**config.mk**
```make
export PLATFORM = sky130hd
export DESIGN_NAME = calc_operand_stage
export DESIGN_NICKNAME = d
export VERILOG_FILES = /design/src/rtl/calc_operand_stage.sv
export SDC_FILE = /design/constraint.sdc
export NUM_CORES = 1
export LEC_CHECK = 0
export ABC_AREA = 1
export CORE_MARGIN = 1
export CORE_UTILIZATION = 52
export CTS_CLUSTER_SIZE = 10
export DETAILED_ROUTE_END_ITERATION = 6
export PLACE_DENSITY = 0.88
export SYNTH_ARGS = -nofsm -noshare
export SYNTH_HDL_FRONTEND = slang
export SYNTH_SLANG_ARGS = --single-unit
```
**constraint.sdc**
```tcl
create_clock -name clk -period 2.5 [get_ports clk]
set_clock_uncertainty 0.15 [all_clocks]
set_input_delay 0.75 -clock clk [delete_from_list [all_inputs] [get_ports clk]]
set_output_delay 0.75 -clock clk [all_outputs]
set_load 0.1 [all_outputs]
```
**src/rtl/calc_operand_stage.sv**
```systemverilog
// rtl/calc_operand_stage.sv - operand preparation stage: sign/magnitude split, range checks, tagging
module calc_operand_stage #(
  parameter int TAG_W = 4
) (
  input  logic             clk,
  input  logic             rst_n,
  input  logic             in_valid,
  output logic             in_ready,
  input  logic [1:0]       in_op,
  input  logic [7:0]       in_a,
  input  logic [7:0]       in_b,
  output logic             out_valid,
  input  logic             out_ready,
  output logic [1:0]       out_op,
  output logic [6:0]       out_mag_a,
  output logic [6:0]       out_mag_b,
  output logic             out_sign_a,
  output logic             out_sign_b,
  output logic             out_neg,
  output logic             out_swap,
  output logic             out_err,
  output logic [TAG_W-1:0] out_tag
);

  localparam logic [1:0] IDLE  = 2'd0;
  localparam logic [1:0] CHECK = 2'd1;
  localparam logic [1:0] ISSUE = 2'd2;

  localparam logic [1:0] OP_MUL = 2'b10;
  localparam logic [1:0] OP_DIV = 2'b11;

  logic [1:0]       state;
  logic [1:0]       op_q;
  logic [7:0]       a_q;
  logic [7:0]       b_q;
  logic [TAG_W-1:0] tag_q;
  logic [TAG_W-1:0] tag_cnt;

  logic [7:0] mag_a;
  logic [7:0] mag_b;
  logic       bad_range;
  logic       mul_direct;
  logic       mul_swapped;
  logic       chk_err;
  logic       chk_swap;

  // 0x80 negates to itself, so its 8-bit magnitude stays 0x80 and fails every range test
  always_comb begin
    mag_a       = a_q[7] ? (~a_q + 8'd1) : a_q;
    mag_b       = b_q[7] ? (~b_q + 8'd1) : b_q;
    bad_range   = (a_q == 8'h80) || (b_q == 8'h80);
    mul_direct  = (mag_a <= 8'd15) && (mag_b <= 8'd7);
    mul_swapped = (mag_b <= 8'd15) && (mag_a <= 8'd7);
    chk_err     = bad_range
                  || ((op_q == OP_DIV) && (b_q == 8'd0))
                  || ((op_q == OP_MUL) && !mul_direct && !mul_swapped);
    chk_swap    = !chk_err && (op_q == OP_MUL) && !mul_direct;
  end

  assign in_ready = (state == IDLE);

  always_ff @(posedge clk or negedge rst_n) begin
    if (!rst_n) begin
      state      <= IDLE;
      op_q       <= '0;
      a_q        <= '0;
      b_q        <= '0;
      tag_q      <= '0;
      tag_cnt    <= '0;
      out_valid  <= 1'b0;
      out_op     <= '0;
      out_mag_a  <= '0;
      out_mag_b  <= '0;
      out_sign_a <= 1'b0;
      out_sign_b <= 1'b0;
      out_neg    <= 1'b0;
      out_swap   <= 1'b0;
      out_err    <= 1'b0;
      out_tag    <= '0;
    end else begin
      case (state)
        IDLE: begin
          if (in_valid) begin
            op_q    <= in_op;
            a_q     <= in_a;
            b_q     <= in_b;
            tag_q   <= tag_cnt;
            tag_cnt <= tag_cnt + 1'b1;
            state   <= CHECK;
          end
        end
        CHECK: begin
          out_op     <= op_q;
          out_tag    <= tag_q;
          out_err    <= chk_err;
          out_swap   <= chk_swap;
          out_sign_a <= chk_swap ? b_q[7] : a_q[7];
          out_sign_b <= chk_swap ? a_q[7] : b_q[7];
          out_neg    <= !chk_err && op_q[1] && (a_q[7] ^ b_q[7]);
          out_mag_a  <= chk_err ? 7'd0 : (chk_swap ? mag_b[6:0] : mag_a[6:0]);
          out_mag_b  <= chk_err ? 7'd0 : (chk_swap ? mag_a[6:0] : mag_b[6:0]);
          state      <= ISSUE;
        end
        ISSUE: begin
          // valid rises one edge after the fields land; out_ready only counts once valid is up
          if (!out_valid) begin
            out_valid <= 1'b1;
          end else if (out_ready) begin
            out_valid <= 1'b0;
            state     <= IDLE;
          end
        end
        default: begin
          out_valid <= 1'b0;
          state     <= IDLE;
        end
      endcase
    end
  end

endmodule

```
# Yosys cells after proc, flatten, opt, wreduce, memory -nomap -nowiden
# Cells that the tools add are included.
[op_classes]
eq_ne = 9
bitwise = 3
n_reduce_logical = 20
order_cmp = 4
add_sub_neg = 3
n_mux = 15
[ops]
columns = ["op", "count"]
rows = [
  ["7-bit two-way mux", 4],
  ["8-bit by 1-bit adder with 8-bit output, second input constant", 2],
  ["8-bit == test, second input constant", 2],
  ["8-bit by 3-bit less-or-equal comparator with 1-bit output, second input constant", 2],
  ["8-bit by 4-bit less-or-equal comparator with 1-bit output, second input constant", 2],
  ["8-bit two-way mux", 2],
  ["8-bit inverter", 2],
  ["1-bit logical AND", 9],
  ["8-bit logical NOT", 1],
  ["2-bit == test, second input constant", 3],
  ["2-bit two-way mux", 3],
  ["2-bit inequality test, second input constant", 3],
  ["2-bit case mux with 3 select lines", 1],
  ["4-bit by 1-bit adder with 4-bit output, second input constant", 1],
  ["1-bit two-way mux", 4],
  ["1-bit logical NOT", 3],
  ["1-bit logical OR", 3],
  ["3-bit AND reduction", 1],
  ["2-bit by 1-bit == test with 1-bit output, second input constant", 1],
  ["2-bit logical NOT", 1],
  ["1-bit case mux with 2 select lines", 1],
  ["2-bit AND reduction", 1],
  ["2-bit OR reduction", 1],
  ["1-bit bitwise XOR", 1],
]
[word_totals]
inputBits = 22
out_inout_bits = 27
ff_bits = 54

# Longest topological paths before layout
# Gate-level depths: netlist of run 1.
[logic_depth]
ltp_word = 14
depth_mapped = 17

# Least setup slack after synthesis of run 1
# No wires, ideal clock.
[synth_path]
kind = "register to register"
from = "register state[0]"
to = "register a_q[7]"
setup_time_ns = 0.133
t_arrival_ns = 2.668
synth_period_minus_slack_ns = 2.951
path_buffers = 1
path_stages_with_launch = 6
slack_ns = -0.451
required_time_ns = 2.217
cell_sequence = "dfrtp_1 nor2_1 nand2_1 clkinv_1 clkbuf_1 o21ai_0"
[synth_between]
elab_chain_cells = 2
[synth_lines]
columns = ["element", "line", "source"]
rows = [
  ["start, declared", "32", "logic [1:0] state;"],
  ["start signal, assigned", "64", "state <= IDLE;"],
  ["start signal, assigned", "89", "state <= CHECK;"],
  ["start signal, assigned", "102", "state <= ISSUE;"],
  ["2-bit logical NOT", "--", ""],
  ["via in_ready", "8", "output logic in_ready,"],
  ["2-bit AND reduction (no line)", "--", ""],
  ["end signal, assigned", "85", "a_q <= in_a;"],
  ["end, declared", "34", "logic [7:0] a_q;"],
]
# The timed path passes the listed nets, and every way through them passes these cells.
# A chain may end at the register's enable or synchronous reset.

# Final worst setup path of run 1
[layout_path]
from = "register a_q[0]"
to = "register out_mag_a[1]"
[layout_between]
elab_chain_cells = 14
elab_cells_between_ends = 20
[layout_lines]
columns = ["element", "line", "source"]
rows = [
  ["8-bit inverter", "49", "mag_a = a_q[7] ? (~a_q + 8'd1) : a_q;"],
  ["8-bit by 1-bit adder with 8-bit output", "49", ""],
  ["8-bit two-way mux", "49", ""],
  ["8-bit by 4-bit less-or-equal comparator with 1-bit output", "52", "mul_direct = (mag_a <= 8'd15) && (mag_b <= 8'd7);"],
  ["1-bit logical AND", "52", ""],
  ["1-bit logical NOT", "56, 57", ""],
  ["1-bit logical AND (2 in series)", "56", "|| ((op_q == OP_MUL) && !mul_direct && !mul_swapped);"],
  ["1-bit logical OR", "56", ""],
  ["1-bit logical NOT", "57", "chk_swap = !chk_err && (op_q == OP_MUL) && !mul_direct;"],
  ["1-bit logical AND (2 in series)", "57", ""],
  ["7-bit two-way mux", "100", "out_mag_a <= chk_err ? 7'd0 : (chk_swap ? mag_b[6:0] : mag_a[6:0]);"],
  ["7-bit two-way mux *", "100", ""],
  ["end signal, assigned", "100", ""],
  ["end, declared", "15", "output logic [6:0] out_mag_a,"],
]
# Every way passes the cells marked *; elsewhere a longest branch is shown, timed or not.

==> results.txt, run 1 <==
Leading post-synthesis cells by cell area = dfrtp_1 49%, nand2_1 15%, o21ai_0 4.9%
Max-slew violations = 0
Detailed Routing Iterations Pass 1 = 4
P&R area growth vs syn = 20.9%
Syn Area/Cell = 8.36 um2
Yosys warns = 0
Site Rows = 26
Initial antenna violation count = 0
Kind of critical path = reg -> reg
Global-route wire length before repair = 9410 um
CTS Hold Bufs = 0
Arr. time, crit path = 2.37 ns
Core area = 5110 um2
Hold Violations, Final = 0
Postcts setup bufs = 0
DR vias/cell = 4.88
Clk_lat worst skew = 0.30 ns
Slowest stage delay, CP = 0.40 ns
Top delay family on crit path = simple AND/OR/NAND/NOR gates
Synthesized instance count = 331
DRT antenna net count = 0
Clock Sinks = 54
Max_slew headroom = 0.563
Worst Tran Pin Value = 0.655 ns
Setup tns final = 0 ns
Slowest CP cell = dfrtp_1
DP HPWL = 4160 um
Max_cap viols = 0
Post-synth top area share = 0.488
Syn_nets = 356
Drt drc = 0
R2r setup slk = 0.23 ns
Worst Path Required = 2.60 ns
Setup Viol. Count Final = 0
Crit path cell chain = inv_2 -> ha_1 -> inv_1 -> nor2_1 -> nand2_2 -> nand2_1 -> nand2_1 -> nand3_2 -> inv_2 -> nand2_1 -> nor2_4 -> nor2_8 -> nand3_4 -> nand2_1 -> nand3_1 -> nand2_1
Vias in the first global route = 2067
Unrepaired setup endpoints after global routing = false
Post_cts resized = 0
Htree depth = 2
Levels on crit path = 16
Grt ovf = 0
ANT cells = 0
CTS buffer count = 5
Hold WC Path Type = reg -> reg
Hold Path Sink = out_mag_a[5]$_DFFE_PN0P_
Status = complete, no violations
Post-synth top cells = 110 x nand2_1, 54 x dfrtp_1, 27 x o21ai_0, 24 x inv_1, 21 x nand3_1
Starting Density = 0.542
Final period util = 0.906
Worst r2r src = a_q[0]$_DFFE_PN0P_
Largest net degree at the start of global routing = 55
Port bufs = 48
Post-synthesis cell type count = 31
Min-Delay Path Depth = 2
I/O pin cnt = 49
Die Wd = 75.0 um
Post-synth EDFFs = 0
Die area = 5620 um2
FF+latch count, synth = 54
Prevailing post-synth register cell = dfrtp_1
Fin cells = 451
NumNets Final = 405
Synth area leader = dfrtp_1
GRT Total Usage = 0.226
Fmax = 441 MHz
Layout cells sized above 1 = 0.223
Die height = 75.0 um
DR iter-0 viols = 69
Longest Clk Path Bufs = 2
Startpoint Class = flip-flop
Cells on worst reg2reg path = 16
Detailed Route WL = 5520 um
Root Buffer = clkbuf_8
Sequential fraction of the synthesis area = 0.488
Count leader, synth = nand2_1
Post-Place Cells = 443
Tmin final = 2.27 ns
Routability cong. = 0.898
Crit path top cell by count = nand2_1
Setup crit end kind = flip-flop
Mapped Area = 2770 um2
CP Buf/Inv Count = 3
Worst hold start = out_mag_a[5]$_DFFE_PN0P_
WL/cell = 12.2 um
Synth async-reset ratio = 1.00
Critical path peak fanout = 14
Worst-path clk slew = 0.09 ns
CTS tree = yes
Via count = 2201
R2r endpoint = out_mag_a[1]$_DFFE_PN0P_
[cell usage in the layout (no fill, tap or decap), types with 11 or more instances in the layout]
master,Yosys,routed
nand2_1,110,110
dfrtp_1,54,54
buf_4,1,31
o21ai_0,27,27
inv_1,24,24
nand3_1,21,21
clkdlybuf4s50_1,0,20
inv_2,11,11
nand3_2,11,11
[sequential cells by signal, summed over array words and instances, names as in the netlist, 2 cells and up]
register   flops
a_q            8
b_q            8
op_q           2
out_mag_a      7
out_mag_b      7
out_op         2
out_tag        4
state          2
tag_cnt        4
tag_q          4
[tightest hold or removal path, delay by kind of cell, from the launching register on]
| kind | cells | cell delay [ns] |
|---|---|---|
| flip-flops | 1 | 0.35 |
| AND/OR/NAND/NOR | 2 | 0.11 |
[final cells by class]
| type | instances | area, um2 |
|---|---|---|
| inverter | 37 | 140 |
| multi-input combinational | 229 | 1220 |
| sequential | 54 | 1350 |
| tap | 70 | 87.6 |
| clock buffer | 7 | 86.3 |
| fill | 421 | 1760 |
| clock inverter | 1 | 5.00 |
| timing repair buffer | 53 | 458 |
[cells by family (layout without fill, tap and decap cells)]
| group | after synthesis | in the layout | synth area share |
|---|---|---|---|
| adders and majority gates | 3 | 3 | 0.0136 |
| xor gates and xnor gates | 7 | 7 | 0.0249 |
| and+or+nand+nor | 182 | 182 | 0.330 |
| buffers and inverters | 48 | 98 | 0.0728 |
| AOI/OAI and AO/OA | 37 | 37 | 0.0710 |
| DFF | 54 | 54 | 0.488 |
[worst max-delay path by stage]
| stage | start | endpoint | slack (ns) |
|---|---|---|---|
| 2_1_floorplan | state[0]$_DFFE_PN0P_ | a_q[7]$_DFFE_PN0P_ | 0.12 |
| 5_1_grt | a_q[0]$_DFFE_PN0P_ | out_mag_a[1]$_DFFE_PN0P_ | 0.03 |
| 6_report | a_q[0]$_DFFE_PN0P_ | out_mag_a[1]$_DFFE_PN0P_ | 0.23 |
| 3_5_place_dp | a_q[0]$_DFFE_PN0P_ | out_mag_a[1]$_DFFE_PN0P_ | 0.25 |
| 4_1_cts | a_q[0]$_DFFE_PN0P_ | out_mag_a[1]$_DFFE_PN0P_ | 0.22 |
| 3_3_place_gp | in_valid | tag_cnt[2]$_DFFE_PN0P_ | 0.31 |
[routing by layer]
layer / GRT usage / share of wire
met2: 0.389 / 0.50
met5: 0 / 0
met3: 0.0495 / 0.040
met4: 0.0713 / 0.011
met1: 0.284 / 0.45
[stage by stage]
stage	utilization	worst slack [ns]	area [um2]	hold slack, ns
floorplan	-	0.120	2770	0.292
global placement	0.637	0.314	3250	0.314
detailed placement	0.637	0.252	3250	0.315
CTS	0.655	0.224	3350	0.341
global route	0.655	0.0280	3350	0.362
finish	0.655	0.235	3350	0.336
Power of run 1 is not shown: default switching activity piles up to over one toggle a cycle in this logic, so the estimate is an artifact.
==> run 2: changes to the inputs <==
- GPL_TIMING_DRIVEN: default -> 0
==> run 2 against run 1 <==
Effect of this change: die area unchanged; maximum frequency is 7.6% lower; routed wire length rose by 8.4%; worst setup slack worse by 0.19 ns; first-iteration DRC count grew 110%; critical path type is now reg -> out.
==> results.txt, run 2 (synthesis results as in run 1) <==
Crit path capture = out_valid
CTS tree = yes
Slowest stage delay, CP = 0.86 ns (+0.46 ns)
Fin area = 3470 um2 (+3.6%)
Port bufs = 48 (unchanged)
Max-slew violations = 0 (unchanged)
Fmax = 408 MHz (-7.6%)
CP Buf/Inv Count = 1 (-2)
Setup tns final = 0 ns (unchanged)
Commonest non-fill, non-tap cell in the layout = nand2_1
Initial antenna violation count = 0 (unchanged)
Detailed Route WL = 5980 um (+8.4%)
DP Worst Slack = -0.103 ns (-0.355 ns)
Setup crit start = out_valid$_DFFE_PN0N_
Setup ws final = 0.0497 ns (-0.185 ns)
Die Wd = 75.0 um (unchanged)
Hold WC Path Type = in -> async
Global-route wire length before repair = 10100 um (+7.1%)
Cells on worst reg2reg path = 14 (-2)
GRT Total Usage = 0.244 (+0.0177)
Layout cells sized above 1 = 0.157 (-0.0659)
Crit path cell chain = dlygate4sd2_1
Worst hold slack = 0.229 ns (-0.107 ns)
R2r endpoint = out_mag_a[1]$_DFFE_PN0P_
Top Registers = a_q x8, b_q x8
Placement Cell Area = 3350 um2 (+3.0%)
Routability cong. = 0.934 (+4.0%)
Htree depth = 2 (unchanged)
Clock Sinks = 54 (unchanged)
Drt drc = 0 (unchanged)
Largest net degree at the start of global routing = 35 (-36%)
Max_cap viols = 0 (unchanged)
R2r setup slk = 0.25 ns (+0.02 ns)
DRT antenna net count = 0 (unchanged)
Die area = 5620 um2 (unchanged)
Worst Path Required = 1.60 ns (-1.00 ns)
Top delay family on crit path = buffers and inverters
P&R area growth vs syn = 25.3%
ANT cells = 0 (unchanged)
Grt ovf = 0 (unchanged)
Critical path peak fanout = 3 (-11)
Setup crit end kind = output pin
Via count = 2321 (+5.5%)
DP HPWL = 4520 um (+8.6%)
Tmin final = 2.45 ns (+0.185 ns)
Startpoint Class = flip-flop
Levels on crit path = 1 (-15)
Site Rows = 26 (unchanged)
Final period util = 0.980 (+0.0741)
CTS buffer count = 5 (unchanged)
I/O pin cnt = 49 (unchanged)
Worst r2r src = b_q[0]$_DFFE_PN0P_
Root Buffer = clkbuf_8
WL/cell = 13.1 um (+6.8%)
Longest Clk Path Bufs = 2 (unchanged)
Hold Violations, Final = 0 (unchanged)
NumNets Final = 412 (+1.7%)
CTS Hold Bufs = 0 (unchanged)
Status = complete, no violations
Filler cells = 430 (+2.1%)
Die height = 75.0 um (unchanged)
DR vias/cell = 5.07 (+3.8%)
Setup Viol. Count Final = 0 (unchanged)
Clk_lat worst skew = 0.31 ns (about the same)
Commonest cells after routing, fill and taps aside = 110 x nand2_1, 54 x dfrtp_1, 27 x o21ai_0
Core area = 5110 um2 (unchanged)
Arr. time, crit path = 1.55 ns (-0.82 ns)
Worst Tran Pin Value = 0.964 ns (+0.309 ns)
Starting Density = 0.542 (unchanged)
Vias in the first global route = 2209 (+6.9%)
Unrepaired setup endpoints after global routing = false
Worst-path clk slew = 0.10 ns (about the same)
Register area = 1350 um2 (unchanged)
Detailed Routing Iterations Pass 1 = 4 (unchanged)
Max_slew headroom = 0.360 (-0.203)
DR iter-0 viols = 144 (+110%)
Kind of critical path = reg -> out
Slowest CP cell = dlygate4sd2_1
Multi-input gate area = 1220 um2 (+0.21%)
run 2: cell count changes in the layout (fill, tap and decap cells not counted):
cell and change:
buf_2 +1, buf_4 -30, buf_6 +2, bufinv_16 +2, clkbuf_1 +6, clkdlybuf4s15_2 +1, clkinv_2 -1, dlygate4sd2_1 +26
nor2_1 -1, nor2_2 +1
run 2: worst min path at each step:
stage               cells after the start                       end  slack [ns]                  from
global placement                        2    out_tag[3]$_DFFE_PN0P_        0.31  tag_q[3]$_DFFE_PN0P_
detailed placement                      2    out_tag[0]$_DFFE_PN0P_        0.32  tag_q[0]$_DFFE_PN0P_
CTS                                     1  out_mag_a[0]$_DFFE_PN0P_        0.25                 rst_n
finish                                  1  out_mag_a[0]$_DFFE_PN0P_        0.23                 rst_n
global route                            1  out_mag_a[0]$_DFFE_PN0P_        0.26                 rst_n
floorplan                               2    out_tag[0]$_DFFE_PN0P_        0.29  tag_q[0]$_DFFE_PN0P_
run 2: layout make-up:
class | count | area share
inverter | 37 | 0.0404
multi-input combinational | 229 | 0.352
sequential | 54 | 0.390
timing repair buffer | 49 | 0.134
clock buffer | 6 | 0.0238
clock inverter | 2 | 0.0173
buffer | 11 | 0.0177
tap | 70 | 0.0253
run 2: timing repair:
item,in CTS,in global routing
pin swaps,0,0
resized for setup,29,1
buffers inserted,0,0
setup endpoints to repair,27,1
cloned,0,0
run 2: per-stage QoR:
step            util  cells
2_1_floorplan      -    331
3_3_place_gp   0.654    449
3_5_place_dp   0.657    450
4_1_cts        0.678    458
5_1_grt        0.679    458
6_report       0.679    458
run 2: metal layers:
layer,GRT usage,wire [um],vias to the layer above
li1,-,-,1163
met1,0.311,2710,1092
met2,0.426,2980,58
met3,0.0361,214,8
met4,0.0776,78,0
met5,0,0,-
Power of run 2 is left out for the same reason.
==> run 3: changes to the inputs <==
- clock period: 2.5 -> 2.7 ns (I/O delays scaled with it)
==> run 3 against run 2 <==
Effect of this change: global-route usage did not move; design area hardly changed; critical path type unchanged; register-to-register slack improved by 0.18 ns; routed wire length fell by 0.50%; worst setup slack gained 0.14 ns; critical path depth is the same; utilization hardly changed; flip-flop and latch count unchanged; final cell count did not move; first-iteration DRC count is 9.7% lower.
==> results.txt, run 3 (synthesis results as in run 1) <==
Hold Violations, Final = 0 (unchanged)
NumNets Final = 412 (unchanged)
Worst r2r src = a_q[0]$_DFFE_PN0P_
Max_cap viols = 0 (unchanged)
Core area = 5110 um2 (unchanged)
Die area = 5620 um2 (unchanged)
Site Rows = 26 (unchanged)
Slowest CP cell = dlygate4sd2_1
Status = complete, no violations
Htree depth = 2 (unchanged)
Port bufs = 48 (unchanged)
Setup ws final = 0.187 ns (+0.138 ns)
Arr. time, crit path = 1.55 ns (about the same)
Root Buffer = clkbuf_8
Clock Sinks = 54 (unchanged)
Detailed Route WL = 5950 um (-0.50%)
CTS tree = yes
Starting Density = 0.542 (unchanged)
GRT Total Usage = 0.244 (unchanged)
DRT antenna net count = 0 (unchanged)
DR vias/cell = 5.06 (-0.17%)
WL/cell = 13.0 um (-0.50%)
Commonest non-fill, non-tap cell in the layout = nand2_1
Vias in the first global route = 2209 (unchanged)
DR iter-0 viols = 130 (-9.7%)
I/O pin cnt = 49 (unchanged)
Crit path cell chain = dlygate4sd2_1
DP Worst Slack = 0.0369 ns (+0.140 ns)
Final period util = 0.931
P&R area growth vs syn = 25.2% (about the same)
Filler cells = 429 (-0.23%)
Global-route wire length before repair = 10100 um (unchanged)
Top delay family on crit path = buffers and inverters
CP Buf/Inv Count = 1 (unchanged)
Unrepaired setup endpoints after global routing = false
Initial antenna violation count = 0 (unchanged)
Layout cells sized above 1 = 0.155 (-0.00258)
Grt ovf = 0 (unchanged)
ANT cells = 0 (unchanged)
Commonest cells after routing, fill and taps aside = 110 x nand2_1, 54 x dfrtp_1, 27 x o21ai_0
Max-slew violations = 0 (unchanged)
Largest net degree at the start of global routing = 35 (unchanged)
Fmax = 398 MHz
Setup crit end kind = output pin
Hold WC Path Type = in -> async
Max_slew headroom = 0.357 (-0.00240)
Setup Viol. Count Final = 0 (unchanged)
CTS buffer count = 5 (unchanged)
Kind of critical path = reg -> out
Critical path peak fanout = 3 (unchanged)
Worst Path Required = 1.74 ns (+0.14 ns)
Worst-path clk slew = 0.10 ns (about the same)
DP HPWL = 4520 um (unchanged)
Die height = 75.0 um (unchanged)
Slowest stage delay, CP = 0.86 ns (about the same)
Detailed Routing Iterations Pass 1 = 5 (+1)
Setup crit start = out_valid$_DFFE_PN0N_
Cells on worst reg2reg path = 16 (+2)
Clk_lat worst skew = 0.32 ns (about the same)
Drt drc = 0 (unchanged)
Longest Clk Path Bufs = 2 (unchanged)
Routability cong. = 0.934 (unchanged)
Tmin final = 2.51 ns
Top Registers = a_q x8, b_q x8
Levels on crit path = 1 (unchanged)
Worst Tran Pin Value = 0.968 ns (+0.00361 ns)
Die Wd = 75.0 um (unchanged)
Via count = 2317 (-0.17%)
Startpoint Class = flip-flop
run 3: worst paths after layout:
path	to	slack, ns
max	out_valid	0.19
min	out_mag_a[0]$_DFFE_PN0P_	0.28
max reg2reg	out_mag_a[1]$_DFFE_PN0P_	0.43
min reg2reg	tag_cnt[3]$_DFFE_PN0P_	0.33
max in group asynchronous	a_q[6]$_DFFE_PN0P_	1.57
min in group clk	tag_cnt[3]$_DFFE_PN0P_	0.33
run 3: layout make-up:
class                   count  area [um2]  area share
clock buffers               6        82.6      0.0238
plain buffers              11        61.3      0.0177
inverters                  37         140      0.0404
repair buffers             49         464       0.134
well taps                  70        87.6      0.0253
multi-input cells         229        1220       0.351
clock inverters             2        60.1      0.0173
flip-flops and latches     54        1350       0.390
run 3: per-layer routing:
| metal | part of all wire | GRT usage | up-vias |
|---|---|---|---|
| met3 | 0.046 | 0.0361 | 7 |
| li1 | - | - | 1162 |
| met5 | 0 | 0 | - |
| met1 | 0.45 | 0.311 | 1088 |
| met2 | 0.49 | 0.426 | 60 |
| met4 | 0.013 | 0.0776 | 0 |
run 3: through the flow:
step,hold slack [ns],util,setup TNS [ns],area (um2),cells
2_1_floorplan,0.292,-,0,2770,331
3_3_place_gp,0.309,0.654,-43.61,3340,449
3_5_place_dp,0.315,0.657,0,3350,450
4_1_cts,0.307,0.678,0,3460,458
5_1_grt,0.315,0.678,0,3460,458
6_report,0.285,0.678,0,3460,458
run 3: repair_timing:
| action | CTS | global route |
|---|---|---|
| setup endpoints to repair | 27 | 0 |
| gates resized for setup | 29 | 0 |
| setup buffers | 0 | 0 |
| hold buffers | 0 | 0 |
Power of run 3 is left out for the same reason.
